**src/rtl/fir_out_decim.sv**
```systemverilog
// Output stage of the 31-tap FIR: round, saturate, decimate and
// buffer samples in a first-word-fall-through FIFO for the consumer.
module fir_out_decim #(
    parameter int DECIM      = 4,
    parameter int SHIFT      = 10,
    parameter int FIFO_DEPTH = 8
) (
    input  logic                          clock,
    input  logic                          reset,
    input  logic signed [17:0]            y_in,
    input  logic                          done_in,
    input  logic                          phase_clr,
    output logic signed [7:0]             out_data,
    output logic                          out_valid,
    input  logic                          out_ready,
    output logic [$clog2(FIFO_DEPTH):0]   fifo_count,
    output logic                          overflow,
    output logic                          sat_pulse
);

    localparam int PW = (DECIM > 1) ? $clog2(DECIM) : 1;
    localparam int AW = $clog2(FIFO_DEPTH);
    localparam logic [PW-1:0] PH_LAST = PW'(DECIM - 1);
    localparam logic signed [18:0] HALF = 19'sd1 <<< (SHIFT - 1);
    localparam logic [AW:0] FULL_CNT = (AW + 1)'(FIFO_DEPTH);

    logic signed [18:0] t_sum;
    logic signed [18:0] q_val;
    logic               sat_hi;
    logic               sat_lo;
    logic signed [7:0]  rnd_val;

    logic [PW-1:0] phase;
    logic [PW-1:0] eff_phase;
    logic [PW-1:0] phase_nxt;
    logic          keep;

    logic              s1_valid;
    logic signed [7:0] s1_data;

    logic signed [7:0] mem [FIFO_DEPTH];
    logic [AW-1:0]     wr_ptr;
    logic [AW-1:0]     rd_ptr;
    logic              pop;
    logic              push;
    logic              full;

    // Round half-up by biasing then flooring, clamp to signed 8 bits.
    always_comb begin
        t_sum   = {y_in[17], y_in} + HALF;
        q_val   = t_sum >>> SHIFT;
        sat_hi  = q_val > 19'sd127;
        sat_lo  = q_val < -19'sd128;
        rnd_val = 8'(q_val);
        if (sat_hi) rnd_val = 8'sd127;
        if (sat_lo) rnd_val = -8'sd128;
    end

    // Decimation decision; phase_clr forces this cycle's phase to zero.
    always_comb begin
        eff_phase = phase_clr ? '0 : phase;
        keep      = done_in && (eff_phase == '0);
        phase_nxt = eff_phase;
        if (done_in) begin
            phase_nxt = (eff_phase == PH_LAST) ? '0 : eff_phase + PW'(1);
        end
    end

    // Phase counter and the single register stage ahead of the FIFO.
    always_ff @(posedge clock) begin
        if (!reset) begin
            phase     <= '0;
            s1_valid  <= 1'b0;
            s1_data   <= '0;
            sat_pulse <= 1'b0;
        end else begin
            phase     <= phase_nxt;
            s1_valid  <= keep;
            s1_data   <= rnd_val;
            sat_pulse <= done_in && (sat_hi || sat_lo);
        end
    end

    // FIFO handshake; a pop frees the slot so push-on-full-with-pop succeeds.
    always_comb begin
        out_valid = fifo_count != '0;
        full      = fifo_count == FULL_CNT;
        pop       = out_valid && out_ready;
        push      = s1_valid && (!full || pop);
        out_data  = out_valid ? mem[rd_ptr] : '0;
    end

    // FIFO storage; contents need no reset since count gates the output.
    always_ff @(posedge clock) begin
        if (push) mem[wr_ptr] <= s1_data;
    end

    // FIFO pointers, occupancy and sticky overflow flag.
    always_ff @(posedge clock) begin
        if (!reset) begin
            wr_ptr     <= '0;
            rd_ptr     <= '0;
            fifo_count <= '0;
            overflow   <= 1'b0;
        end else begin
            if (push) wr_ptr <= wr_ptr + AW'(1);
            if (pop)  rd_ptr <= rd_ptr + AW'(1);
            if (push && !pop) fifo_count <= fifo_count + (AW + 1)'(1);
            if (pop && !push) fifo_count <= fifo_count - (AW + 1)'(1);
            if (s1_valid && full && !pop) overflow <= 1'b1;
        end
    end

endmodule

```
**config.mk**
```make
export PLATFORM = sky130hd
export DESIGN_NAME = fir_out_decim
export DESIGN_NICKNAME = d
export VERILOG_FILES = /design/src/rtl/fir_out_decim.sv
export SDC_FILE = /design/constraint.sdc
export NUM_CORES = 1
export LEC_CHECK = 0
export ABC_AREA = 0
export CAP_MARGIN = 40
export CORE_ASPECT_RATIO = 1.2
export CORE_UTILIZATION = 40
export DETAILED_ROUTE_END_ITERATION = 7
export GPL_ROUTABILITY_DRIVEN = 0
export SLEW_MARGIN = 20
export SYNTH_ARGS = -nofsm -noshare
export SYNTH_HDL_FRONTEND = slang
export SYNTH_SLANG_ARGS = --single-unit
```
**constraint.sdc**
```tcl
create_clock -name clock -period 3.6 [get_ports clock]
set_clock_uncertainty 0.1 [all_clocks]
set_input_delay 0.72 -clock clock [delete_from_list [all_inputs] [get_ports clock]]
set_output_delay 0.72 -clock clock [all_outputs]
set_load 0.05 [all_outputs]
```
# [Yosys cells after proc, flatten, opt, wreduce, memory -nomap -nowiden]
# Memory sizes are Yosys's and may differ from the RTL's. A register that Yosys moved wholly into a read port is not among the register bits.
# Index checks and enable logic that the tools add are counted.
[op_classes] addsub=6 n_lt_le_gt_ge=2 n_eq_ne=2 muxes=12 bitwise=1 n_reduce_logical=17
[op_table] cell="$mux W8" n=3
[op_table] cell="$add A18 B11 Y19 const B" n=1
[op_table] cell="$gt A9 B8 Y1 const B" n=1
[op_table] cell="$lt A9 B8 Y1 const B" n=1
[op_table] cell="$logic_and A1 B1 Y1" n=8
[op_table] cell="$mux W4" n=2
[op_table] cell="$add A3 B1 Y3 const B" n=2
[op_table] cell="$mux W2" n=3
[op_table] cell="$mux W3" n=2
[op_table] cell="$add A4 B1 Y4 const B" n=1
[op_table] cell="$eq A4 B4 Y1 const B" n=1
[op_table] cell="$reduce_bool A4 Y1" n=1
[op_table] cell="$sub A4 B1 Y4 const B" n=1
[op_table] cell="$logic_not A1 Y1" n=3
[op_table] cell="$add A2 B1 Y2 const B" n=1
[op_table] cell="$eq A2 B2 Y1 const B" n=1
[op_table] cell="$logic_not A2 Y1" n=1
[op_table] cell="$logic_or A1 B1 Y1" n=2
[op_table] cell="$mux W1" n=2
[op_table] cell="$reduce_bool A2 Y1" n=1
[op_table] cell="$reduce_or A2 Y1" n=1
[op_table] cell="$not A1 Y1" n=1
[totals] regBits=23 ram_bits=64 inputBits=23 output_inout_bits=15 memories=1
[memory_table] name="mem" words=8 word_bits=8 read_ports=1 rd_clocked_by_memory_dff=1 write_ports=1 line="41" text="logic signed [7:0] mem [FIFO_DEPTH];"

# [Depth between registers and ports, before layout]
# Gate-level depths: netlist (run 1).
[depth] depth_word=7 depth_mapped=12 ltp_nobuf=11

# [Worst setup path before layout (run 1)]
# OpenSTA, ideal clock, no wires.
[synth_path] path_type="register -> register" start="reg fifo_count[1]" end="reg fifo_count[3]" setup_time_ps=72 arrival_time_ps=2657 setup_slack_ps=771 path_stages_with_launch=13 n_path_buf=1 path_cell_list="dfxtp_1 -> or3_1 -> buf_6 -> nor2_8 -> inv_4 -> nand2_4 -> inv_1 -> ha_1 -> ha_1 -> a21o_1 -> a21oi_1 -> mux2i_1 -> mux2i_1"
[synth_between] elab_chain_len=7 word_cells_on_any_way=15 cone_classes="2 x add/sub; 1 x eq/ne; 2 x mux; 10 x reduce/logical"
[synth_rtl] item="start, declared" line="16" text="output logic [$clog2(FIFO_DEPTH):0] fifo_count,"
[synth_rtl] item="start signal, assigned" line="108" text="if (push && !pop) fifo_count <= fifo_count + (AW + 1)'(1);"
[synth_rtl] item="start signal, assigned" line="109" text="if (pop && !push) fifo_count <= fifo_count - (AW + 1)'(1);"
[synth_rtl] item="$reduce_bool A4 Y1 (*)" line="86" text="out_valid = fifo_count != '0;"
[synth_rtl] item="named net out_valid" line="14" text="output logic out_valid,"
[synth_rtl] item="$logic_and A1 B1 Y1 (*)" line="88" text="pop = out_valid && out_ready;"
[synth_rtl] item="named net pop" line="44" text="logic pop;"
[synth_rtl] item="$logic_or A1 B1 Y1" line="89" text="push = s1_valid && (!full || pop);"
[synth_rtl] item="$logic_and A1 B1 Y1" line="89"
[synth_rtl] item="$logic_not A1 Y1" line="109"
[synth_rtl] item="$logic_and A1 B1 Y1" line="109"
[synth_rtl] item="$mux W4 / $reduce_bool A2 Y1 (equally long branches)"
# Mark *: on every way through the listed nets, which the timed path passes. The rest lies on a longest branch. The select of a mux whose other input is x is not followed.
# A chain may end at the register's enable or synchronous reset.

==> results_dict.tcl, run 1 <==
set metrics [dict create \
    clock_tree.root_cell "clkbuf_8" \
    synth-seq-cells 90 \
    clock_latency_ns 0.34 \
    yosys_warnings 0 \
    p_per_area_nw_per_um2 661.0 \
    seqPwrFrac_pct 42.4 \
    fmax_mhz 303.5 \
    synth-compound-area-share_pct 3.938 \
    hold_violations 0 \
    grt_pass1_vias 1929 \
    p_int_mw 1.811 \
    cts_tree "built" \
    ctsResizeCount 0 \
    core-area_um2 8986 \
    cp_top_family "buffers and inverters" \
    worstHoldStart "rd_ptr[1]$_SDFFE_PN0N_" \
    cpPeakStageDelay_ns 0.70 \
    synth_nets 272 \
    fin_tns_setup_ns 0 \
    vdd_drop_max_mv 0.3423 \
    worstPathCellList "buf_4 -> mux4_2 -> mux2i_1 -> nor2_1 -> clkdlybuf4s50_1" \
    synthXorXnorAreaFrac_pct 2.614 \
    synth_common_cells "edfxtp_1 (64), dfxtp_1 (26), nor2_1 (20)" \
    rsz0062_at_grt "false" \
    regArea_um2 2442 \
    die_area_um2 9604 \
    hold_path_class "reg2reg" \
    synthArstFlopShare_pct 0 \
    slowest_stage "clkdlybuf4s50_1" \
    grt_pass1_wl_um 9922 \
    status "complete, no violations" \
    seq_area_frac_synth_pct 66.26 \
    hold_buffers 0 \
    die_width_um 89.63 \
    p_switching_mw 1.043 \
    startpoint_type "flop" \
    synth_edf_count 64 \
    p_sw_share_pct 36.55 \
    cp.arrival_ns 2.47 \
    cts_max_path_buffers 2 \
    io_buffers 28 \
    clk_pin_slew_ns 0.08 \
    multiInputGateArea_um2 1167 \
    antenna_found_initial 0 \
    syn_area_um2 3686 \
    synth_cell_types 43 \
    synthFlopType "edfxtp_1" \
    synthAdderAreaFrac_pct 2.919 \
    ios 38 \
    cts_setup_buffers 0 \
    crit_path_end_kind "primary output" \
    die_y_um 107.2 \
    synth_cells 241 \
    fin_nets 313 \
    initial_core_util_pct 41.02 \
    numCtsBuffers 9 \
    fin_crit_ns 3.295 \
    grt_max_degree 20 \
    synth_top_area_share_pct 52.14 \
    drc_errors 0 \
    route.vias.total 1973 \
    cellLeakagePower_nw 1.467 \
    comb_power_share_pct 37.0 \
    yosysTopAreaCell "edfxtp_1" \
    drive_gt1_share_pct 16.72 \
    fill_cells 786 \
    crit_type "reg2out" \
    htreeDepth 3 \
    antenna_left 0 \
    muxShareOfSynthArea_pct 12.76 \
    tightest_slew_ns 0.7376 \
    drt_iter0_markers 69 \
    rr_startpoint "fifo_count[1]$_SDFFE_PN0P_" \
    cp_num_buf_inv 2 \
    setup_violations 0 \
    maxSlewHeadroom_pct 50.41 \
    routed_via_density 4.848 \
    wl_per_cell_um 15.23 \
    layoutNonFillerInstCount 407 \
    period_share_pct 91.52 \
    grt_overflow 0 \
    place_ws_ns 0.4341 \
    dp_cells 391 \
    first_pass_iters 4 \
    synthSimpleGateAreaFrac_pct 9.437 \
    critPathRequiredTime_ns 2.78 \
    clockPowerShare_pct 20.7 \
    drv_slew 0 \
    synthToLayoutAreaGrowth_pct 17.11 \
    cts_sinks 90 \
    synth.avg_cell_area_um2 15.29 \
    wl_um 6199 \
    synth.most_common_cell "edfxtp_1" \
    placed_cell_area_um2 4148 \
    stdcell_area_um2 4317 \
    grt.total_usage_pct 14.77 \
    path_max_fanout 16 \
    synth_area_leaders "edfxtp_1 (52%), dfxtp_1 (14%), mux4_2 (9.8%), mux2i_1 (3.0%), ha_1 (2.4%)" \
    synth_top_family_by_area "multiplexers" \
    antenna_cells 0 \
    finalWorstSetupSlack_ns 0.3054 \
    rows 38 \
    cap_violations 0 \
    place.detailed.hpwl_um 4184 \
]
-- stage by stage --
stage	total power, mW	hold WS, ns	utilization [%]
finish	2.853	0.3839	48.04
global route	3.011	0.4140	48.04
CTS	2.892	0.3887	48.04
detailed placement	2.309	0.3770	46.16
global placement	2.297	0.3677	46.16
floorplan	2.031	0.3509	-
-- power by group through the flow --
stage	Clock [mW]	Sequential, mW	Combinational [mW]
2_1_floorplan	0	1.28	0.751
3_3_place_gp	0	1.23	1.07
3_5_place_dp	0	1.23	1.08
4_1_cts	0.607	1.21	1.08
5_1_grt	0.645	1.22	1.15
6_report	0.590	1.21	1.05
-- flip-flops by register name (all words and copies together) (netlist names), named ones only --
name / cells
s1_data: 8
phase: 2
rd_ptr: 3
wr_ptr: 3
overflow: 1
sat_pulse: 1
fifo_count: 4
s1_valid: 1
mem: 64
-- metal layers --
metal,up-vias,GRT usage [%],part of all wire (%)
met5,-,0,0
met4,0,7.823,2.2
met3,8,3.002,2.3
met2,39,23.48,49
met1,954,18.77,47
li1,972,-,-
-- final cells by class --
| cell class | count | area share, % |
|---|---|---|
| multi-input cells | 135 | 27.04 |
| well taps | 120 | 3.478 |
| clock inverters | 6 | 0.9565 |
| flip-flops and latches | 90 | 56.58 |
| clock buffers | 10 | 2.957 |
| inverters | 8 | 0.7536 |
| repair buffers | 38 | 8.232 |
-- cells in the final DEF (no fill, tap or decap), types with 2 or more instances in the layout --
| master | synthesis | final |
|---|---|---|
| clkinvlp_4 | 0 | 2 |
| xor2_1 | 2 | 2 |
| edfxtp_1 | 64 | 64 |
| inv_1 | 7 | 7 |
| clkbuf_8 | 0 | 9 |
| nor3_1 | 4 | 4 |
| o21ai_0 | 3 | 3 |
| mux2i_1 | 11 | 11 |
| ha_1 | 7 | 7 |
| dfxtp_1 | 26 | 26 |
| nand2_1 | 13 | 13 |
| mux4_2 | 16 | 16 |
| and2_1 | 9 | 9 |
| and3_1 | 2 | 2 |
| xnor2_1 | 9 | 9 |
| clkdlybuf4s50_1 | 0 | 28 |
| buf_4 | 1 | 10 |
| nor2b_1 | 2 | 2 |
| a21oi_1 | 10 | 10 |
| nand3_1 | 2 | 2 |
| nand2b_1 | 6 | 6 |
| nor2_1 | 20 | 20 |
-- path summary, 6_finish.rpt --
path	end	slack, ns	cells after the start
min	rd_ptr[1]$_SDFFE_PN0N_	0.38	2
max reg2reg	fifo_count[3]$_SDFFE_PN0P_	0.78	11
max	out_data[3]	0.31	5
min reg2reg	rd_ptr[1]$_SDFFE_PN0N_	0.38	2
-- worst reg2reg max path, stage by stage (launching register included) --
cell,delay [ns]
dfxtp_1,0.37
or3_1,0.55
nor2_8,0.25
inv_4,0.07
nand2_4,0.08
inv_1,0.06
ha_1,0.23
ha_1,0.28
a21o_1,0.17
a21oi_1,0.17
mux2i_1,0.25
mux2i_1,0.19
-- cells by family after synthesis --
| family | count (synthesis) |
|---|---|
| AO/OA/AOI/OAI | 23 |
| XOR/XNOR | 11 |
| adder cells (fa/ha/maj) | 8 |
| buffers and inverters | 16 |
| flip-flops | 90 |
| multiplexers | 27 |
| AND/OR/NAND/NOR | 66 |
(Power assumes the default switching activity.)
==> run 2: changes to the inputs <==
Settings changed: GPL_ROUTABILITY_DRIVEN 0 to default.
==> results of run 2 <==
Same layout as run 1: the final DEF is identical, and so are final timing and power.
==> run 3: changes to the inputs <==
Settings changed: CORE_MARGIN from default to 1.5.
==> run 3 against run 2 <==
Effect of this change:
- die area is 2.1% higher
- cell area hardly changed
- global-route usage is 1.2 points lower
- wire length is 0.19% lower
- sequential cell count stayed put
- highest routed layer unchanged
- worst setup slack better by 0.023 ns
- sequential share of layout area hardly changed
- total power is 0.40% higher
- via count is 0.35% higher
- register-to-register slack hardly changed
- critical path depth stayed put
- clock power is 3% higher
==> results_dict.tcl, run 3 (synthesis gave the netlist of run 1 again) <==
set metrics [dict create \
    status "complete, no violations" \
    initial_core_util_pct 41.02 \
    fin_crit_ns 3.272 \
    rsz0062_at_grt "false" \
    grt_pass1_vias 1896 \
    fin_tns_setup_ns 0 \
    numCtsBuffers 9 \
    comb_power_share_pct 36.7 \
    hold_violations 0 \
    place.gp.congestion 0.7769 \
    hold_path_class "reg2reg" \
    ios 38 \
    utilization_pct 48.08 \
    grt_overflow 0 \
    tightest_slew_ns 0.7335 \
    drive_gt1_share_pct 16.72 \
    clk_pin_slew_ns 0.08 \
    fill_cells 774 \
    antenna_cells 0 \
    seqPwrFrac_pct 42.1 \
    cts_setup_buffers 0 \
    synthToLayoutAreaGrowth_pct 17.21 \
    p_per_area_nw_per_um2 663.1 \
    fin_nets 313 \
    antenna_left 0 \
    fmax_mhz 305.6 \
    die_area_um2 9802 \
    routed_via_density 4.865 \
    cts_max_path_buffers 2 \
    place_ws_ns 0.4137 \
    p_sw_share_pct 36.21 \
    path_max_fanout 16 \
    grt_pass1_wl_um 9694 \
    drt_iter0_markers 109 \
    rrSetupSlack_ns 0.79 \
    crit_path_end_kind "primary output" \
    wl_um 6187 \
    hold_buffers 0 \
    period_share_pct 90.88 \
    crit_type "reg2out" \
    p_switching_mw 1.037 \
    startpoint_type "flop" \
    grt_max_degree 20 \
    htreeDepth 3 \
    top_regs "mem: 64 flops, s1_data: 8 flops, fifo_count: 4 flops" \
    cts_sinks 90 \
    maxSlewHeadroom_pct 50.68 \
    cpPeakStageDelay_ns 0.70 \
    ctsResizeCount 0 \
    place.detailed.hpwl_um 4070 \
    rows 38 \
    die_y_um 108.2 \
    cts_tree "built" \
    clock_tree.root_cell "clkbuf_8" \
    worstPathCellList "buf_4 -> mux4_2 -> mux2i_1 -> nor2_1 -> clkdlybuf4s50_1" \
    first_pass_iters 4 \
    drv_slew 0 \
    slowest_stage "clkdlybuf4s50_1" \
    grt.total_usage_pct 13.59 \
    finalWorstSetupSlack_ns 0.3282 \
    largest_register_ff_count 64 \
    p_int_mw 1.828 \
    clockPowerShare_pct 21.1 \
    critPathRequiredTime_ns 2.78 \
    route.vias.total 1980 \
    mostFrequentLayoutCells "edfxtp_1 (64), clkdlybuf4s50_1 (28), dfxtp_1 (26)" \
    die_width_um 90.63 \
    layout_commonest_cell "edfxtp_1" \
    drc_errors 0 \
    vdd_drop_max_mv 0.4827 \
    antenna_found_initial 0 \
    cp.arrival_ns 2.45 \
    wl_per_cell_um 15.20 \
    cellLeakagePower_nw 1.478 \
    io_buffers 28 \
    setup_violations 0 \
    core-area_um2 8986 \
    top_register "mem" \
    clock_latency_ns 0.35 \
    cap_violations 0 \
]
[run 3: changes by cell type in the layout (fill, tap and decap cells not counted)]
cell	change
inv_6	-1
clkbuf_8	+1
clkinv_4	+1
clkinv_2	+1
clkinvlp_4	-2
[run 3: area by class of cell]
type                            instances  area [um2]  share of cell area, %
Sequential cell                        90        2442                  56.53
Clock inverter                          5       31.28                 0.7240
Multi-Input combinational cell        135        1167                  27.02
Timing Repair Buffer                   38       355.3                  8.225
Clock buffer                           11       141.4                  3.273
Tap cell                              120       150.1                  3.475
Inverter                                8       32.53                 0.7530
[run 3: critical path, delay by kind of cell, from the launching register on]
family / cells / cell delay [ns]
multiplexers: 2 / 0.71
buffers and inverters: 2 / 1.01
AND/OR/NAND/NOR: 1 / 0.06
flip-flops: 1 / 0.31
[run 3: stage by stage]
stage	cells	power, mW	area [um2]	hold WS, ns
CTS	407	2.909	4320	0.3820
global route	407	3.013	4320	0.4084
floorplan	241	2.031	3686	0.3509
finish	407	2.865	4320	0.3788
global placement	391	2.300	4148	0.3662
detailed placement	391	2.307	4148	0.3703
[run 3: path summary, 6_finish.rpt]
check | start | end | cells after the start
setup / recovery | flop | out_data[5] | 5
hold / removal | rd_ptr[1]$_SDFFE_PN0N_ | rd_ptr[1]$_SDFFE_PN0N_ | 2
setup reg to reg | fifo_count[1]$_SDFFE_PN0P_ | fifo_count[3]$_SDFFE_PN0P_ | 11
hold reg to reg | rd_ptr[1]$_SDFFE_PN0N_ | rd_ptr[1]$_SDFFE_PN0N_ | 2
[run 3: power groups by stage]
stage	Combinational, mW	Sequential (mW)	Clock [mW]
after global placement	1.07	1.23	0
after global routing	1.13	1.22	0.664
after CTS	1.08	1.21	0.625
final	1.05	1.21	0.605
after detailed placement	1.07	1.23	0
after floorplan	0.751	1.28	0
[run 3: per-layer routing]
metal,up-vias,track usage (%),wire (um)
met5,-,0,0
li1,982,-,-
met2,42,22.77,3126
met1,948,15.90,2699
met3,8,4.290,262
met4,0,6.576,99
